<file path="src/rtl/sort_engine_pkg.sv">
// Shared types and helpers for the odd-even transposition sort engine.
package sort_pkg;

  typedef enum logic [1:0] {S_IDLE, S_SORT, S_DONE} sort_state_t;

  // Phase counter must hold 0..n-1 plus headroom for the exit compare.
  function automatic int phase_w(input int n);
    return $clog2(n + 1);
  endfunction

endpackage

</file>
<file path="src/rtl/sort_engine_if.sv">
// Load/result handshake bundle for sort_engine; lane i of DIN/DOUT_VEC at [i*DATA_WIDTH +: DATA_WIDTH].
interface sort_engine_if #(
  parameter int DATA_WIDTH = 16,
  parameter int NUM_INPUTS = 8
);
  localparam int IDX_W = (NUM_INPUTS > 1) ? $clog2(NUM_INPUTS) : 1;

  logic                             IN_VALID;
  logic                             IN_READY;
  logic [DATA_WIDTH*NUM_INPUTS-1:0] DIN;
  logic                             SIGNED_MODE;
  logic                             DESCEND;
  logic                             OUT_VALID;
  logic                             OUT_READY;
  logic [DATA_WIDTH*NUM_INPUTS-1:0] DOUT_VEC;
  logic [DATA_WIDTH-1:0]            MIN_OUT;
  logic [DATA_WIDTH-1:0]            MAX_OUT;
  logic [IDX_W-1:0]                 RANK;
  logic [DATA_WIDTH-1:0]            DOUT_RANK;

  modport master (
    output IN_VALID, DIN, SIGNED_MODE, DESCEND, OUT_READY, RANK,
    input  IN_READY, OUT_VALID, DOUT_VEC, MIN_OUT, MAX_OUT, DOUT_RANK
  );

  modport slave (
    input  IN_VALID, DIN, SIGNED_MODE, DESCEND, OUT_READY, RANK,
    output IN_READY, OUT_VALID, DOUT_VEC, MIN_OUT, MAX_OUT, DOUT_RANK
  );

endinterface

</file>
<file path="src/rtl/sort_engine_cmp_swap.sv">
// Compare-exchange cell: orders one adjacent lane pair, swapping only when strictly out of order.
module cmp_swap #(
  parameter int DATA_WIDTH = 16
) (
  input  logic [DATA_WIDTH-1:0] a,
  input  logic [DATA_WIDTH-1:0] b,
  input  logic                  is_signed,
  input  logic                  descend,
  output logic [DATA_WIDTH-1:0] lo,
  output logic [DATA_WIDTH-1:0] hi,
  output logic                  swapped
);

  logic a_gt_b, a_lt_b;

  always_comb begin
    if (is_signed) begin
      a_gt_b = $signed(a) > $signed(b);
      a_lt_b = $signed(a) < $signed(b);
    end else begin
      a_gt_b = a > b;
      a_lt_b = a < b;
    end
    // Strict compare keeps equal values in place, so the sort is stable.
    swapped = descend ? a_lt_b : a_gt_b;
    lo      = swapped ? b : a;
    hi      = swapped ? a : b;
  end

endmodule

</file>
<file path="src/rtl/sort_engine.sv">
// Multi-cycle odd-even transposition sorter: one phase per clock, early exit after two clean phases.
module sort_engine
  import sort_pkg::*;
#(
  parameter int DATA_WIDTH = 16,
  parameter int NUM_INPUTS = 8
) (
  input logic          CLK,
  input logic          RST_N,
  sort_engine_if.slave bus
);

  localparam int NE   = NUM_INPUTS / 2;
  localparam int NO   = (NUM_INPUTS - 1) / 2;
  localparam int NO_A = (NO > 0) ? NO : 1;
  localparam int PW   = phase_w(NUM_INPUTS);
  localparam logic [PW-1:0] LAST_PH = PW'(NUM_INPUTS - 1);

  typedef logic [NUM_INPUTS-1:0][DATA_WIDTH-1:0] lanes_t;

  sort_state_t   state_q, state_d;
  logic [PW-1:0] phase_q;
  logic          noswap_prev_q;
  lanes_t        lanes_q;
  logic          sgn_q, desc_q;

  lanes_t        even_lanes, odd_lanes, next_lanes;
  logic [NE-1:0][DATA_WIDTH-1:0]   e_lo, e_hi;
  logic [NE-1:0]                   e_sw;
  logic [NO_A-1:0][DATA_WIDTH-1:0] o_lo, o_hi;
  logic [NO_A-1:0]                 o_sw;
  logic          any_swap, sort_exit;
  logic          in_ready, out_valid;

  // Even bank pairs (0,1),(2,3),...
  for (genvar g = 0; g < NE; g++) begin : g_even
    cmp_swap #(.DATA_WIDTH(DATA_WIDTH)) u_cs (
      .a(lanes_q[2*g]), .b(lanes_q[2*g+1]), .is_signed(sgn_q), .descend(desc_q),
      .lo(e_lo[g]), .hi(e_hi[g]), .swapped(e_sw[g])
    );
  end

  // Odd bank pairs (1,2),(3,4),...; absent when only two lanes exist.
  if (NO > 0) begin : g_odd_bank
    for (genvar g = 0; g < NO; g++) begin : g_odd
      cmp_swap #(.DATA_WIDTH(DATA_WIDTH)) u_cs (
        .a(lanes_q[2*g+1]), .b(lanes_q[2*g+2]), .is_signed(sgn_q), .descend(desc_q),
        .lo(o_lo[g]), .hi(o_hi[g]), .swapped(o_sw[g])
      );
    end
  end else begin : g_no_odd
    assign o_lo = '0;
    assign o_hi = '0;
    assign o_sw = '0;
  end

  always_comb begin
    even_lanes = lanes_q;
    odd_lanes  = lanes_q;
    for (int i = 0; i < NE; i++) begin
      even_lanes[2*i]   = e_lo[i];
      even_lanes[2*i+1] = e_hi[i];
    end
    for (int i = 0; i < NO; i++) begin
      odd_lanes[2*i+1] = o_lo[i];
      odd_lanes[2*i+2] = o_hi[i];
    end
  end

  assign any_swap   = phase_q[0] ? |o_sw : |e_sw;
  assign next_lanes = phase_q[0] ? odd_lanes : even_lanes;
  // Two consecutive swap-free phases (one even, one odd) prove the vector is sorted.
  assign sort_exit  = (phase_q == LAST_PH) || (!any_swap && noswap_prev_q);

  assign in_ready  = (state_q == S_IDLE);
  assign out_valid = (state_q == S_DONE);

  always_ff @(posedge CLK or negedge RST_N) begin
    if (!RST_N) state_q <= S_IDLE;
    else        state_q <= state_d;
  end

  always_comb begin
    state_d = state_q;
    case (state_q)
      S_IDLE:  if (bus.IN_VALID)  state_d = S_SORT;
      S_SORT:  if (sort_exit)     state_d = S_DONE;
      S_DONE:  if (bus.OUT_READY) state_d = S_IDLE;
      default:                    state_d = S_IDLE;
    endcase
  end

  always_ff @(posedge CLK or negedge RST_N) begin
    if (!RST_N) begin
      lanes_q       <= '0;
      sgn_q         <= 1'b0;
      desc_q        <= 1'b0;
      phase_q       <= '0;
      noswap_prev_q <= 1'b0;
    end else begin
      case (state_q)
        S_IDLE: if (bus.IN_VALID) begin
          lanes_q       <= bus.DIN;
          sgn_q         <= bus.SIGNED_MODE;
          desc_q        <= bus.DESCEND;
          phase_q       <= '0;
          noswap_prev_q <= 1'b0;
        end
        S_SORT: begin
          lanes_q <= next_lanes;
          if (!sort_exit) begin
            phase_q       <= phase_q + 1'b1;
            noswap_prev_q <= !any_swap;
          end
        end
        default: ;
      endcase
    end
  end

  logic [DATA_WIDTH-1:0] rank_sel;

  always_comb begin
    rank_sel = '0;
    if (out_valid && (int'(bus.RANK) < NUM_INPUTS)) rank_sel = lanes_q[bus.RANK];
  end

  assign bus.IN_READY  = in_ready;
  assign bus.OUT_VALID = out_valid;
  assign bus.DOUT_VEC  = out_valid ? lanes_q : '0;
  assign bus.MIN_OUT   = out_valid ? (desc_q ? lanes_q[NUM_INPUTS-1] : lanes_q[0]) : '0;
  assign bus.MAX_OUT   = out_valid ? (desc_q ? lanes_q[0] : lanes_q[NUM_INPUTS-1]) : '0;
  assign bus.DOUT_RANK = rank_sel;

endmodule

</file>
<file path="src/flat_wrapper.sv">
// flat-port wrapper written by rule: the top's interface ports become plain ports
module sort_engine_flat import sort_pkg::*;
#(
  parameter int DATA_WIDTH = 16,
  parameter int NUM_INPUTS = 8
)
  (CLK, RST_N, bus_IN_VALID, bus_DIN, bus_SIGNED_MODE, bus_DESCEND, bus_OUT_READY, bus_RANK, bus_IN_READY, bus_OUT_VALID, bus_DOUT_VEC, bus_MIN_OUT, bus_MAX_OUT, bus_DOUT_RANK);
  sort_engine_if #(.DATA_WIDTH(DATA_WIDTH), .NUM_INPUTS(NUM_INPUTS)) bus_i ();
  input logic CLK;
  input logic RST_N;
  input wire logic [$bits(bus_i.IN_VALID)-1:0] bus_IN_VALID;
  input wire logic [$bits(bus_i.DIN)-1:0] bus_DIN;
  input wire logic [$bits(bus_i.SIGNED_MODE)-1:0] bus_SIGNED_MODE;
  input wire logic [$bits(bus_i.DESCEND)-1:0] bus_DESCEND;
  input wire logic [$bits(bus_i.OUT_READY)-1:0] bus_OUT_READY;
  input wire logic [$bits(bus_i.RANK)-1:0] bus_RANK;
  output wire logic [$bits(bus_i.IN_READY)-1:0] bus_IN_READY;
  output wire logic [$bits(bus_i.OUT_VALID)-1:0] bus_OUT_VALID;
  output wire logic [$bits(bus_i.DOUT_VEC)-1:0] bus_DOUT_VEC;
  output wire logic [$bits(bus_i.MIN_OUT)-1:0] bus_MIN_OUT;
  output wire logic [$bits(bus_i.MAX_OUT)-1:0] bus_MAX_OUT;
  output wire logic [$bits(bus_i.DOUT_RANK)-1:0] bus_DOUT_RANK;
  assign bus_i.IN_VALID = bus_IN_VALID;
  assign bus_i.DIN = bus_DIN;
  assign bus_i.SIGNED_MODE = bus_SIGNED_MODE;
  assign bus_i.DESCEND = bus_DESCEND;
  assign bus_i.OUT_READY = bus_OUT_READY;
  assign bus_i.RANK = bus_RANK;
  assign bus_IN_READY = bus_i.IN_READY;
  assign bus_OUT_VALID = bus_i.OUT_VALID;
  assign bus_DOUT_VEC = bus_i.DOUT_VEC;
  assign bus_MIN_OUT = bus_i.MIN_OUT;
  assign bus_MAX_OUT = bus_i.MAX_OUT;
  assign bus_DOUT_RANK = bus_i.DOUT_RANK;
  sort_engine #(.DATA_WIDTH(DATA_WIDTH), .NUM_INPUTS(NUM_INPUTS)) u_core (.CLK(CLK), .RST_N(RST_N), .bus(bus_i));
endmodule
</file>
<file path="config.mk">
export PLATFORM = sky130hd
export DESIGN_NAME = sort_engine_flat
export DESIGN_NICKNAME = d
export VERILOG_FILES = /design/src/rtl/sort_engine_pkg.sv /design/src/rtl/sort_engine_if.sv /design/src/rtl/sort_engine_cmp_swap.sv /design/src/rtl/sort_engine.sv /design/src/flat_wrapper.sv
export SDC_FILE = /design/constraint.sdc
export NUM_CORES = 1
export LEC_CHECK = 0
export CAP_MARGIN = 20
export CORE_MARGIN = 3
export CORE_UTILIZATION = 45
export DETAILED_ROUTE_END_ITERATION = 16
export PLACE_DENSITY = 0.86
export SETUP_SLACK_MARGIN = 0.3
export SYNTH_ARGS = -nofsm -noshare
export SYNTH_HDL_FRONTEND = slang
export SYNTH_SLANG_ARGS = --single-unit
export TNS_END_PERCENT = 10
</file>
<file path="constraint.sdc">
create_clock -name CLK -period 2.75 [get_ports CLK]
set_input_delay 0.55 -clock CLK [delete_from_list [all_inputs] [get_ports CLK]]
set_output_delay 0.55 -clock CLK [all_outputs]
set_load 0.05 [all_outputs]
</file>
==> run summary, run 1 <==
GRT Resource Usage Total - 71.9%
Ys flop type - dfrtp_1
Synth Area in Compound Gates - 14.9%
Routability cong. - 1.05
Largest net degree at the start of global routing - 141
Register area share after synthesis - 27.6%
Async SR Flop Fraction - 100%
Root Driver - clkbuf_16
Die Ht - 172 um
H-tree depth - 4
Cell count after synthesis - 1537
Hpwl dp - 46400 um
Port Buffers - 314
Synth Area per Inst - 8.07 sq um
Synth Area in Adders - 11.4%
Log Error - [ERROR GRT-0232] Routing congestion too high. Check the congestion heatmap in the GUI.
I/O pins - 315
Die span in x - 172 um
Post-synthesis xor/xnor area fraction - 0.424%
Inserted Clock Buffers - 17
Post-synthesis simple-gate area fraction - 17.7%
Clock sinks - 137
Maximum clock path buffer count - 2
Remaining Overflow, GRT - 28
Multiplexer share of the synthesized area - 21.1%
Status - stopped before the end
Post-Syn Nets - 1787
Worst endpoint after global-route timing repair - u_core.phase_q[0]$_DFFE_PN0P_/D
Starting Density - 45.9%
Mapped cell area - 0.0124 sq mm
Largest family of logic cells by synthesized area - multiplexers
Row cnt - 60
Synth Register Bits - 137
Worst_ep kind - register data pin
Distinct cell type count after synthesis - 53
CTS Hold Bufs - 0
Yosys warns - 0
Number of flops mapped to enable cells by yosys - 0
Cell Area, Placed - 0.0200 sq mm
Failed at - global routing (5_1_grt)
## per-stage QoR
stage | worst slack (ns) | utilization (%) | hold slack [ns] | cells | setup TNS, ns
after CTS | -0.429 | 80.0 | 0.0698 | 2506 | -31.29
after global placement | -0.472 | 73.9 | 0.490 | 2439 | -29.65
after detailed placement | -0.684 | 73.9 | 0.546 | 2439 | -50.57
after floorplan | -0.167 | - | 0.254 | 1537 | -2.58
## cells by family after synthesis
logic type	after synthesis
buffers and inverters	220
adders and majority gates	113
and+or+nand+nor	510
muxes	220
AOI/OAI and AO/OA	331
DFF	137
xor gates and xnor gates	6
## timing repair
action	in CTS
pin swaps	60
setup endpoints to repair	312
setup buffers	30
cloned	5
resized for setup	197
## cells in the mapped netlist, drive strengths merged (12+ instances only)
master / n / area share [%]
o21ai: 82 / 3.3
a211oi: 23 / 1.5
nand4: 22 / 1.2
clkbuf: 83 / 2.5
nor2: 291 / 8.9
inv: 120 / 3.6
nand3: 13 / 0.52
nor3: 37 / 1.5
ha: 113 / 11
dfrtp: 137 / 28
nor2b: 17 / 0.86
mux4: 32 / 5.8
nand2: 97 / 2.9
mux2i: 184 / 15
buf: 17 / 0.67
a21oi: 190 / 7.7
and2: 17 / 0.86
a21o: 12 / 0.73
## metal layers
layer	GRT overflow	GRT usage, %
met2	8	84.6
met3	0	63.7
met5	0	30.3
met4	19	70.8
met1	1	70.5
==> inputs of run 2 (changes only) <==
Settings changed: CORE_UTILIZATION 45 to 30, PLACE_DENSITY 0.86 to not set, PLACE_DENSITY_LB_ADDON set to 0.15, SETUP_SLACK_MARGIN 0.3 to not set.
Clock period 2.75 ns to 3.6 ns, I/O delays scaled along.
==> run summary, run 2 <==
Clock sinks - 137
Clock skew - 0.0129 ns
Top reg by flops - u_core.lanes_q
Cells along the critical path - inv_1, ha_1, nand4_1, or4_1, a21oi_1, a2111oi_2, xnor2_1, mux2i_2, buf_4, nand4_2, a21boi_4, nor3_2, mux2_4
Routed WL - 60900 um
Antenna diodes - 0
Ys flop type - dfrtp_1
Synth top cells by count - nor2_1, a21oi_1, mux2i_1
Share of cells above drive strength 1 - 15.0%
Worst endpoint required time - 3.94 ns
Starting Density - 30.8%
# setup viols final - 0
Crit-path max FO - 5
Fmax - 291 MHz
Total power - 20.0 mW
Synth Area per Inst - 8.07 sq um
Largest net degree at the start of global routing - 260
Fin. max-slew vios - 0
Relative slew margins - 11.1%
Cell count after synthesis - 1537
Setup TNS - 0 ns
Mapped cell area - 0.0124 sq mm
CORE AREA - 0.0403 sq mm
Die Ht - 209 um
Critical path type - flop to flop
H-tree depth - 4
Cell Area, Placed - 0.0170 sq mm
Max reg flops - 128
Post-Syn Nets - 1787
Port Buffers - 314
Distinct cell type count after synthesis - 53
Clock-pin slew on the worst setup and hold paths - 0.07 ns
Max stage delay on crit path - 0.59 ns
Final ANT Viol Nets - 0
Post-route DRC - 0
Final Util - 43.9%
Nets - 2155
Die span in x - 209 um
Row cnt - 73
Maximum clock path buffer count - 2
Max-Cap Viols - 0
HP Class - input pin to asynchronous set/reset pin
DRT Pass-1 Iters - 7
Dominant cell type by area after synthesis - dfrtp_1
Async SR Flop Fraction - 100%
CP endpoint kind - flop
Final min period - 3.43 ns
Syn-to-layout area delta - 42.6%
Setup ws final - 0.168 ns
Worst VDD drop - 1.12 mV
Most common cell after layout, fill and taps aside - nor2_1
Most common cell in the netlist - nor2_1
Top-area cell type share of the netlist area - 27.6%
CTS tree - done
Largest regs - u_core.lanes_q (128), u_core.phase_q (4), u_core.state_q (2)
DR WL/cell - 24.9 um
Number of flops mapped to enable cells by yosys - 0
Initial antenna violation count - 0
WP buf/inv - 2
Number of global-route vias before repair - 13100
Root Driver - clkbuf_16
Synth Register Bits - 137
Startpoint Class - flop
Fillers - 4048
Top post-synthesis cells by area - dfrtp_1, mux2i_1, ha_1
Slew @ Worst Pin - 1.33 ns
Starting DRT DRC Count - 1166
Commonest non-fill, non-tap cells in the layout - nor2_1, clkdlybuf4s50_1, a21oi_1
Multi-input logic area - 0.00817 sq mm
Die Footprint - 0.0438 sq mm
Routability cong. - 0.885
Cell area power density - 1130 mW/mm^2
GRT Resource Usage Total - 27.2%
Vias per Instance - 5.37
Largest delay share family, worst path - simple AND/OR/NAND/NOR gates
FF+latch area - 0.00345 sq mm
Inserted Clock Buffers - 17
Via count - 13100
Remaining Overflow, GRT - 0
Leak pwr - 8.02 nW
Clk_lat worst skew - 0.46 ns
Register area share after synthesis - 27.6%
First-pass GRT wire length - 88900 um
Final period util - 95.3%
Setup WS pre-CTS - -0.00943 ns
CTS Hold Bufs - 0
I/O pins - 315
Yosys warns - 0
Status - finished, final reports clean
Final instance area - 0.0177 sq mm
Hpwl dp - 47300 um
Final Hold Vio Count - 0
Arrival time worst endpoint - 3.77 ns
Slowest cell on crit path - or4_1
## run 2: what timing repair did
item,4_1_cts,5_1_grt
cloned,0,0
setup buffers,0,3
gates resized for setup,1,13
endpoints found under the setup margin,19,25
## run 2: path summary, 6_finish.rpt
path                                     startpoint                  end  slack (ns)  cells past startpoint
worst min-delay path                          RST_N   u_core.lanes_q[45]        0.23                      1
min in group CLK                  u_core.phase_q[3]    u_core.phase_q[3]        0.52                      1
worst max-delay path            u_core.lanes_q[123]    u_core.phase_q[1]        0.17                     13
max in group asynchronous                     RST_N  u_core.lanes_q[122]        2.58                      2
worst min register to register    u_core.phase_q[3]    u_core.phase_q[3]        0.52                      1
worst max register to register  u_core.lanes_q[123]    u_core.phase_q[1]        0.17                     13
## run 2: power by group
| part | switching [mW] | leakage, nW | internal [mW] | total, mW |
|---|---|---|---|---|
| combinational | 8.73 | 6.07 | 5.76 | 14.5 |
| clock | 0.783 | 0.286 | 1.10 | 1.89 |
| sequential | 1.19 | 1.66 | 2.42 | 3.62 |
| total | 10.7 | 8.02 | 9.29 | 20.0 |
## run 2: layer usage
metal  vias up  track usage, %  wire length, um  part of all wire [%]
li1       6087               -                -                     -
met1      6376            36.6            26300                    43
met2       554            45.5            28900                    47
met3        99            3.87             3910                   6.4
met4         0            8.15             1820                   3.0
met5         -               0                0                     0
## run 2: cell families (layout without fill, tap and decap cells)
family | after synthesis | in the layout | synth area share (%)
flops | 137 | 137 | 27.6
fa+ha+maj | 113 | 113 | 11.4
buf+inv | 220 | 601 | 6.81
compound gates | 331 | 331 | 14.9
mux | 220 | 220 | 21.1
xor+xnor | 6 | 6 | 0.424
simple gates | 510 | 510 | 17.7
## run 2: layout make-up
class / instances / share of cell area (%)
clock buffers: 20 / 2.52
clock inverters: 12 / 0.849
inverters: 120 / 2.55
multi-input cells: 1180 / 46.2
flip-flops and latches: 137 / 19.5
well taps: 525 / 3.71
repair buffers: 449 / 24.7
## run 2: per-stage QoR
stage / hold slack (ns) / std cells
after floorplan: 0.424 / 1537
after global routing: 0.248 / 2443
after CTS: 0.235 / 2439
after detailed placement: 0.513 / 2407
after global placement: 0.527 / 2407
final: 0.229 / 2443
No activity file was read; power rests on OpenSTA's default activity.
